`src/rtl/child_rr_arbiter.sv`:
```
// Round-robin arbiter sharing one child datapath among NREQ requesters; 1-cycle req->child_valid, one IDLE bubble per transfer.
// Holds the latched payload while child_ready=0. Optional CHILD_ARB_LOCK_EN adds a lock port that keeps the pointer on the owner.
module child_rr_arbiter #(
    parameter int NREQ  = 4,
    parameter int WIDTH = 8
) (
    input  logic                    clk,
    input  logic                    rst_n,
    input  logic [NREQ-1:0]         req,
    input  logic [NREQ*WIDTH-1:0]   req_data,
`ifdef CHILD_ARB_LOCK_EN
    input  logic [NREQ-1:0]         lock,
`endif
    output logic [NREQ-1:0]         gnt,
    output logic                    child_valid,
    input  logic                    child_ready,
    output logic [WIDTH-1:0]        child_data,
    output logic [15:0]             xfer_cnt
);

    localparam int PW = (NREQ > 1) ? $clog2(NREQ) : 1;

    typedef enum logic {
        IDLE = 1'b0,
        BUSY = 1'b1
    } state_t;

    state_t            state_q, state_d;
    logic [PW-1:0]     ptr_q, ptr_d;
    logic [PW-1:0]     owner_q, owner_d;
    logic [NREQ-1:0]   gnt_q, gnt_d;
    logic              valid_q, valid_d;
    logic [WIDTH-1:0]  data_q, data_d;
    logic [15:0]       cnt_q, cnt_d;

    logic              found;
    logic [PW-1:0]     win_idx;
    logic              advance;

    // First set request scanning upward from ptr, wrapping modulo NREQ.
    always_comb begin
        int            idx;
        logic [PW-1:0] cand;
        found   = 1'b0;
        win_idx = '0;
        idx     = 0;
        cand    = '0;
        for (int k = 0; k < NREQ; k++) begin
            idx = int'(ptr_q) + k;
            if (idx >= NREQ) idx = idx - NREQ;
            cand = PW'(idx);
            if (!found && req[cand]) begin
                found   = 1'b1;
                win_idx = cand;
            end
        end
    end

`ifdef CHILD_ARB_LOCK_EN
    assign advance = ~lock[owner_q];
`else
    assign advance = 1'b1;
`endif

    always_comb begin
        state_d = state_q;
        ptr_d   = ptr_q;
        owner_d = owner_q;
        gnt_d   = gnt_q;
        valid_d = valid_q;
        data_d  = data_q;
        cnt_d   = cnt_q;
        case (state_q)
            IDLE: begin
                if (found) begin
                    state_d = BUSY;
                    owner_d = win_idx;
                    gnt_d   = NREQ'(1) << win_idx;
                    valid_d = 1'b1;
                    data_d  = req_data[int'(win_idx)*WIDTH +: WIDTH];
                end
            end
            BUSY: begin
                if (child_ready) begin
                    state_d = IDLE;
                    gnt_d   = '0;
                    valid_d = 1'b0;
                    cnt_d   = cnt_q + 16'd1;
                    // A locked owner keeps the pointer so it wins again while still requesting.
                    if (!advance)
                        ptr_d = owner_q;
                    else if (owner_q == PW'(NREQ-1))
                        ptr_d = '0;
                    else
                        ptr_d = owner_q + PW'(1);
                end
            end
            default: state_d = IDLE;
        endcase
    end

    always_ff @(posedge clk or negedge rst_n) begin
        if (!rst_n) begin
            state_q <= IDLE;
            ptr_q   <= '0;
            owner_q <= '0;
            gnt_q   <= '0;
            valid_q <= 1'b0;
            data_q  <= '0;
            cnt_q   <= '0;
        end else begin
            state_q <= state_d;
            ptr_q   <= ptr_d;
            owner_q <= owner_d;
            gnt_q   <= gnt_d;
            valid_q <= valid_d;
            data_q  <= data_d;
            cnt_q   <= cnt_d;
        end
    end

    assign gnt         = gnt_q;
    assign child_valid = valid_q;
    assign child_data  = data_q;
    assign xfer_cnt    = cnt_q;

endmodule
```
`config.mk`:
```
export PLATFORM = sky130hd
export DESIGN_NAME = child_rr_arbiter
export DESIGN_NICKNAME = d
export VERILOG_FILES = /design/src/rtl/child_rr_arbiter.sv
export SDC_FILE = /design/constraint.sdc
export NUM_CORES = 1
export LEC_CHECK = 0
export ABC_AREA = 1
export ABC_CLOCK_PERIOD_IN_PS = 2400
export CAP_MARGIN = 40
export CORE_MARGIN = 1.5
export CORE_UTILIZATION = 39
export CTS_BUF_LIST = sky130_fd_sc_hd__clkbuf_8
export CTS_CLUSTER_SIZE = 8
export DETAILED_ROUTE_END_ITERATION = 12
export PLACE_DENSITY = 0.69
export RECOVER_POWER = 100
export SLEW_MARGIN = 20
export SYNTH_ARGS = -nofsm -noshare
export SYNTH_HDL_FRONTEND = slang
export SYNTH_SLANG_ARGS = --single-unit
```
`constraint.sdc`:
```
create_clock -name clk -period 2.4 [get_ports clk]
set_input_delay 0.24 -clock clk [delete_from_list [all_inputs] [get_ports clk]]
set_output_delay 0.24 -clock clk [all_outputs]
set_load 0.1 [all_outputs]
```
==> impl_metrics.env, run 1 <==
export IMPL_floorplan_core_area_um2=5070
export IMPL_most_frequent_cell_on_the_critical_path="sky130_fd_sc_hd__nand2_1"
export IMPL_floorplan_io_pins=68
export IMPL_drcViolationCount=0
export IMPL_max_slew_margin_pct=-16.8
export IMPL_fin_worst_hold_slack_ns=0.476
export IMPL_postSynth_topFlopCell="sky130_fd_sc_hd__dfrtp_1"
export IMPL_largest_fanout_on_the_critical_path=21
export IMPL_wire_length_per_cell_um=11.4
export IMPL_critPathMaxStageDelay_ns=0.41
export IMPL_die_width_um=75.5
export IMPL_cts_path_max_buffers=2
export IMPL_timing_critical_path_slowest_stage_cell="sky130_fd_sc_hd__dfrtp_1"
export IMPL_critical_path_n_buffers_inverters=2
export IMPL_synth_largest_area_cell="sky130_fd_sc_hd__dfrtp_1"
export IMPL_postCtsSetupBuffers=0
export IMPL_ctsHtreeMaxLevel=2
export IMPL_worst_endpoint_arrival_ns=2.31
export IMPL_vias_in_the_first_global_route=1776
export IMPL_worst_skew_pair_latency_ns=0.28
export IMPL_drt_first_pass_iters=4
export IMPL_clock_tree_root_cell="sky130_fd_sc_hd__clkbuf_8"
export IMPL_die_area_um2=5700
export IMPL_cap_violations=1
export IMPL_final_setup_skew_ns=0.00675
export IMPL_design_final_nets=389
export IMPL_cts_hold_repair_buffers=0
export IMPL_synth_warnings=0
export IMPL_flop_and_latch_count_out_of_synthesis=34
export IMPL_synth_enable_flop_cells=0
export IMPL_drt_antenna_violating_nets=0
export IMPL_synth_cell_type_count=24
export IMPL_timing_final_hold_violations=0
export IMPL_antenna_violations_before_repair=0
export IMPL_mappedNetlistArea_um2=2050
export IMPL_placement_io_buffers=67
export IMPL_timing_critical_path_from_type="flop"
export IMPL_cp_top_family="simple AND/OR/NAND/NOR gates"
export IMPL_setup_repair_after_global_routing_missed_its_margin="false"
export IMPL_timing_final_ws_setup_ns=0.257
export IMPL_layout_drive_gt1_share_pct=8.02
export IMPL_chipHeight_um=75.5
export IMPL_vias=1937
export IMPL_hpwlAfterDp_um=3640
export IMPL_clkTransAtPathRegs_ns=0.07
export IMPL_max_slew_violation_count=35
export IMPL_holdCritPathClass="reg -> reg"
export IMPL_cp_required_ns=2.57
export IMPL_tritoncts="built"
export IMPL_flow_area_growth_from_synthesis_pct=29.3
export IMPL_synth_async_sr_flop_share_pct=100
export IMPL_failed_checks="capacitance limit, slew limit"
export IMPL_min_period_over_period_pct=89.3
export IMPL_dp_slack_ns=-0.0211
export IMPL_clock_buffer_count_from_cts=5
export IMPL_numClockSinks=34
export IMPL_final_min_clock_period_ns=2.14
export IMPL_grt_total_usage_pct=17.5
export IMPL_routabilityCongestion=0.873
export IMPL_final_fill_count=544
export IMPL_fmaxAchievable_mhz=467
export IMPL_detail_route_wirelength_um=4790
export IMPL_timing_critical_path_cells="inv_1 > nand2_1 > nand3_1 > nand2_2 > nor2_2 > nand3_2 > clkbuf_1 > nand2_4 > nand2_4 > nand2_1 > nand2_1 > nand2_1 > nand2_1 > nand2_1 > nand2_1"
export IMPL_finalSetupViolations=0
export IMPL_synth_area_top_cells="sky130_fd_sc_hd__dfrtp_1 41%, sky130_fd_sc_hd__nand2_1 23%, sky130_fd_sc_hd__nand3_1 7.6%"
export IMPL_synth_commonest_cells="124 x sky130_fd_sc_hd__nand2_1, 34 x sky130_fd_sc_hd__dfrtp_1, 31 x sky130_fd_sc_hd__nand3_1, 20 x sky130_fd_sc_hd__inv_1, 11 x sky130_fd_sc_hd__nand2_2"
export IMPL_synth_most_common_cell="sky130_fd_sc_hd__nand2_1"
export IMPL_grt_start_max_net_pins=35
export IMPL_syn_area_per_cell_um2=7.43
export IMPL_synth_nets=317
export IMPL_synth_cells=276
export IMPL_worst_slew_pin_slew_ns=1.75
export IMPL_num_antenna_cells=0
export IMPL_synth_top_area_share_pct=41.5
export IMPL_dr_first_iter_drc_count=71
export IMPL_grt_ovfl_total=0
export IMPL_run_status="complete, but fails checks"
export IMPL_core_rowCount=26
export IMPL_synth_seq_area_share_pct=41.5
export IMPL_setup_worst_path_end_class="flop"
export IMPL_floorplan_initialDensity_pct=40.4
export IMPL_grt_first_pass_wirelength_um=7720
export IMPL_drt_vias_per_instance=4.62
export IMPL_timing_worst_setup_path_type="reg -> reg"
==> kinds of logic (layout without fill, tap and decap cells) <==
logic type	count (synthesis)	count (layout)	synth area share (%)
AND/OR/NAND/NOR	185	185	39.8
flip-flops	34	34	41.5
buffers and inverters	31	104	8.54
XOR/XNOR	15	15	6.41
AO/OA/AOI/OAI	9	9	2.56
adder cells (fa/ha/maj)	2	2	1.22
==> layer usage <==
| layer | track usage [%] | up-vias | share of wire [%] |
|---|---|---|---|
| met4 | 4.96 | 0 | 0.84 |
| li1 | - | 999 | - |
| met3 | 4.50 | 4 | 4.4 |
| met2 | 29.1 | 46 | 49 |
| met5 | 0 | - | 0 |
| met1 | 22.5 | 888 | 46 |
==> state kept, by name, indices dropped and copies added, names as in the netlist <==
name         flops
owner_q          2
xfer_cnt        16
gnt              4
state_q          1
child_valid      1
child_data       8
ptr_q            2
==> cells in the final DEF (no fill, tap or decap) <==
cell,n
sky130_fd_sc_hd__dfrtp_1,34
sky130_fd_sc_hd__nor2_1,8
sky130_fd_sc_hd__dlygate4sd3_1,1
sky130_fd_sc_hd__clkbuf_8,6
sky130_fd_sc_hd__xor2_1,7
sky130_fd_sc_hd__nor2_2,2
sky130_fd_sc_hd__nand3_1,31
sky130_fd_sc_hd__clkinv_2,1
sky130_fd_sc_hd__nand3_2,2
sky130_fd_sc_hd__nor4_1,1
sky130_fd_sc_hd__nand2_4,2
sky130_fd_sc_hd__o31ai_1,3
sky130_fd_sc_hd__nand3b_1,1
sky130_fd_sc_hd__o21ai_0,4
sky130_fd_sc_hd__clkbuf_1,32
sky130_fd_sc_hd__nand2_1,125
sky130_fd_sc_hd__nand4_1,3
sky130_fd_sc_hd__nand2_2,10
sky130_fd_sc_hd__ha_1,2
sky130_fd_sc_hd__inv_2,2
sky130_fd_sc_hd__inv_1,21
sky130_fd_sc_hd__xnor2_1,8
sky130_fd_sc_hd__clkinv_1,1
sky130_fd_sc_hd__clkdlybuf4s50_1,37
sky130_fd_sc_hd__buf_4,3
sky130_fd_sc_hd__o21ai_1,1
sky130_fd_sc_hd__a21oi_1,1
==> area by class of cell <==
type / count / area, µm² / area share (%)
sequential: 34 / 851 / 32.1
inverter: 23 / 86.3 / 3.25
tap: 70 / 87.6 / 3.30
clock buffer: 6 / 82.6 / 3.11
multi-input combinational: 211 / 1010 / 38.2
clock inverter: 2 / 8.76 / 0.330
timing repair buffer: 73 / 523 / 19.7
==> metrics by stage <==
stage | utilization (%) | cells | TNS, ns | area (µm²)
2_1_floorplan | - | 276 | 0 | 2050
3_3_place_gp | 53.1 | 411 | 0 | 2690
3_5_place_dp | 53.1 | 411 | -0.106 | 2690
4_1_cts | 54.9 | 419 | 0 | 2780
5_1_grt | 52.3 | 419 | 0 | 2650
6_report | 52.3 | 419 | 0 | 2650
==> worst reg2reg max path: cells and delay by family (launching register included) <==
family	cells	cell delay [ns]
AND/OR/NAND/NOR	13	1.30
flip-flops	1	0.41
buffers and inverters	2	0.33
==> final timing paths <==
kind / cells past startpoint / from / endpoint / slack [ns]
worst min register to register: 1 / xfer_cnt[15] / xfer_cnt[15] / 0.48
worst min-delay path: 1 / xfer_cnt[15] / xfer_cnt[15] / 0.48
max in group asynchronous: 2 / rst_n / child_data[3] / 0.50
min in group asynchronous: 2 / rst_n / xfer_cnt[4] / 0.89
worst max register to register: 15 / ptr_q[0] / child_data[1] / 0.26
worst max-delay path: 15 / ptr_q[0] / child_data[1] / 0.26
==> repair_timing <==
item / CTS / global route
endpoints found under the setup margin: 0 / 10
hold endpoints to repair: 0 / 0
resized for setup: 0 / 1
Power of run 1 is left out: the tool's default activity adds up to more than one toggle a clock period on the data nets, which glitch-free logic cannot reach.
==> run 2: changes to the inputs <==
--- a/config.mk
+++ b/config.mk
@@ -8,6 +8,7 @@
 export ABC_AREA = 1
 export ABC_CLOCK_PERIOD_IN_PS = 2400
 export CAP_MARGIN = 40
+export CORE_ASPECT_RATIO = 0.7
 export CORE_MARGIN = 1.5
 export CORE_UTILIZATION = 39
 export CTS_BUF_LIST = sky130_fd_sc_hd__clkbuf_8
@@ -19,3 +20,4 @@
 export SYNTH_ARGS = -nofsm -noshare
 export SYNTH_HDL_FRONTEND = slang
 export SYNTH_SLANG_ARGS = --single-unit
+export TNS_END_PERCENT = 10
==> impl_metrics.env, run 2 (synthesis results as in run 1) <==
export IMPL_die_area_um2=5710
export IMPL_vias=1907
export IMPL_hpwlAfterDp_um=3720
export IMPL_final_area_um2=2680
export IMPL_layout_drive_gt1_share_pct=8.31
export IMPL_min_period_over_period_pct=87.4
export IMPL_clock_tree_root_cell="sky130_fd_sc_hd__clkbuf_8"
export IMPL_timing_critical_path_from_type="flop"
export IMPL_cts_path_max_buffers=2
export IMPL_worst_skew_pair_latency_ns=0.28
export IMPL_grt_start_max_net_pins=35
export IMPL_most_frequent_cell_on_the_critical_path="sky130_fd_sc_hd__nand2_1"
export IMPL_drt_first_pass_iters=4
export IMPL_cts_hold_repair_buffers=0
export IMPL_cp_top_family="simple AND/OR/NAND/NOR gates"
export IMPL_fmaxAchievable_mhz=477
export IMPL_numClockSinks=34
export IMPL_design_final_nets=390
export IMPL_floorplan_io_pins=68
export IMPL_grt_first_pass_wirelength_um=8180
export IMPL_mostFrequentLayoutCell="sky130_fd_sc_hd__nand2_1"
export IMPL_final_min_clock_period_ns=2.10
export IMPL_num_antenna_cells=0
export IMPL_postCtsSetupBuffers=0
export IMPL_max_slew_margin_pct=21.4
export IMPL_routabilityCongestion=0.835
export IMPL_setup_repair_after_global_routing_missed_its_margin="false"
export IMPL_dr_first_iter_drc_count=80
export IMPL_floorplan_initialDensity_pct=41.7
export IMPL_ctsHtreeMaxLevel=2
export IMPL_tritoncts="built"
export IMPL_antenna_violations_before_repair=0
export IMPL_timing_critical_path_cells="inv_1 > nand2_1 > nand3_1 > nand2_1 > nor2_1 > nand3_2 > buf_4 > nand2_4 > nand2_4 > nand2_1 > nand2_1 > nand2_1 > nand2_1 > nand2_1 > nand2_1"
export IMPL_mostFrequentLayoutCells="126 x sky130_fd_sc_hd__nand2_1, 37 x sky130_fd_sc_hd__clkdlybuf4s50_1, 34 x sky130_fd_sc_hd__dfrtp_1, 31 x sky130_fd_sc_hd__nand3_1, 30 x sky130_fd_sc_hd__clkbuf_1"
export IMPL_floorplan_core_area_um2=4910
export IMPL_drt_antenna_violating_nets=0
export IMPL_grt_total_usage_pct=18.4
export IMPL_final_fill_count=503
export IMPL_critical_path_n_buffers_inverters=2
export IMPL_timing_worst_setup_path_type="reg -> reg"
export IMPL_flow_area_growth_from_synthesis_pct=30.6
export IMPL_grt_ovfl_total=0
export IMPL_setup_worst_path_end_class="flop"
export IMPL_drt_vias_per_instance=4.56
export IMPL_timing_final_hold_violations=0
export IMPL_cap_violations=0
export IMPL_drcViolationCount=0
export IMPL_worst_endpoint_arrival_ns=2.27
export IMPL_largest_fanout_on_the_critical_path=21
export IMPL_cp_required_ns=2.57
export IMPL_timing_critical_path_slowest_stage_cell="sky130_fd_sc_hd__dfrtp_1"
export IMPL_clock_buffer_count_from_cts=5
export IMPL_clkTransAtPathRegs_ns=0.07
export IMPL_core_rowCount=21
export IMPL_finalSetupViolations=0
export IMPL_critPathMaxStageDelay_ns=0.38
export IMPL_chipHeight_um=63.7
export IMPL_wire_length_per_cell_um=11.6
export IMPL_max_ffs_per_register=16
export IMPL_placement_io_buffers=67
export IMPL_vias_in_the_first_global_route=1804
export IMPL_final_setup_skew_ns=0.00840
export IMPL_max_slew_violation_count=0
export IMPL_run_status="finished clean"
export IMPL_timing_setup_tns_ns=0
export IMPL_die_width_um=89.7
export IMPL_detail_route_wirelength_um=4850
export IMPL_holdCritPathClass="reg -> reg"
export IMPL_worst_slew_pin_slew_ns=1.18
export IMPL_placement_cell_area_um2=2700
[run 2: final timing paths]
path                            slack, ns  depth (start not counted)          from       endpoint
worst min-delay path                 0.47                          1  xfer_cnt[15]   xfer_cnt[15]
min in group asynchronous            0.58                          2         rst_n    xfer_cnt[0]
worst max-delay path                 0.30                         15      ptr_q[0]  child_data[4]
max in group asynchronous            1.29                          2         rst_n  child_data[1]
worst max register to register       0.30                         15      ptr_q[0]  child_data[4]
worst min register to register       0.47                          1  xfer_cnt[15]   xfer_cnt[15]
[run 2: area by class of cell]
cell class | instances | area (µm²) | area share (%)
flip-flops and latches | 34 | 851 | 31.8
clock buffers | 6 | 82.6 | 3.08
clock inverters | 1 | 30.0 | 1.12
multi-input cells | 211 | 1010 | 37.7
repair buffers | 74 | 533 | 19.9
well taps | 69 | 86.3 | 3.22
inverters | 23 | 86.3 | 3.22
[run 2: through the flow]
| stage | worst slack, ns | util (%) | hold slack (ns) | cells |
|---|---|---|---|---|
| 2_1_floorplan | 0.102 | - | -0.0556 | 276 |
| 3_3_place_gp | 0.0667 | 54.9 | 0.459 | 411 |
| 3_5_place_dp | -0.0639 | 54.9 | 0.469 | 411 |
| 4_1_cts | 0.0865 | 57.2 | 0.384 | 418 |
| 5_1_grt | 0.0413 | 54.5 | 0.508 | 418 |
| 6_report | 0.302 | 54.5 | 0.469 | 418 |
[run 2: per-layer routing]
layer	vias to the layer above	part of all wire, %	routed length [µm]	global-route usage, %
met5	-	0	0	0
met4	0	0.82	40	3.46
met3	6	6.6	322	5.11
met2	58	43	2090	27.1
met1	841	49	2400	27.1
li1	1002	-	-	-
[run 2: repair_timing]
item                       in CTS  in global routing
hold endpoints to repair        0                  0
setup endpoints to repair       0                 10
resized for setup               0                  1
Power of run 2 is left out for the same reason.
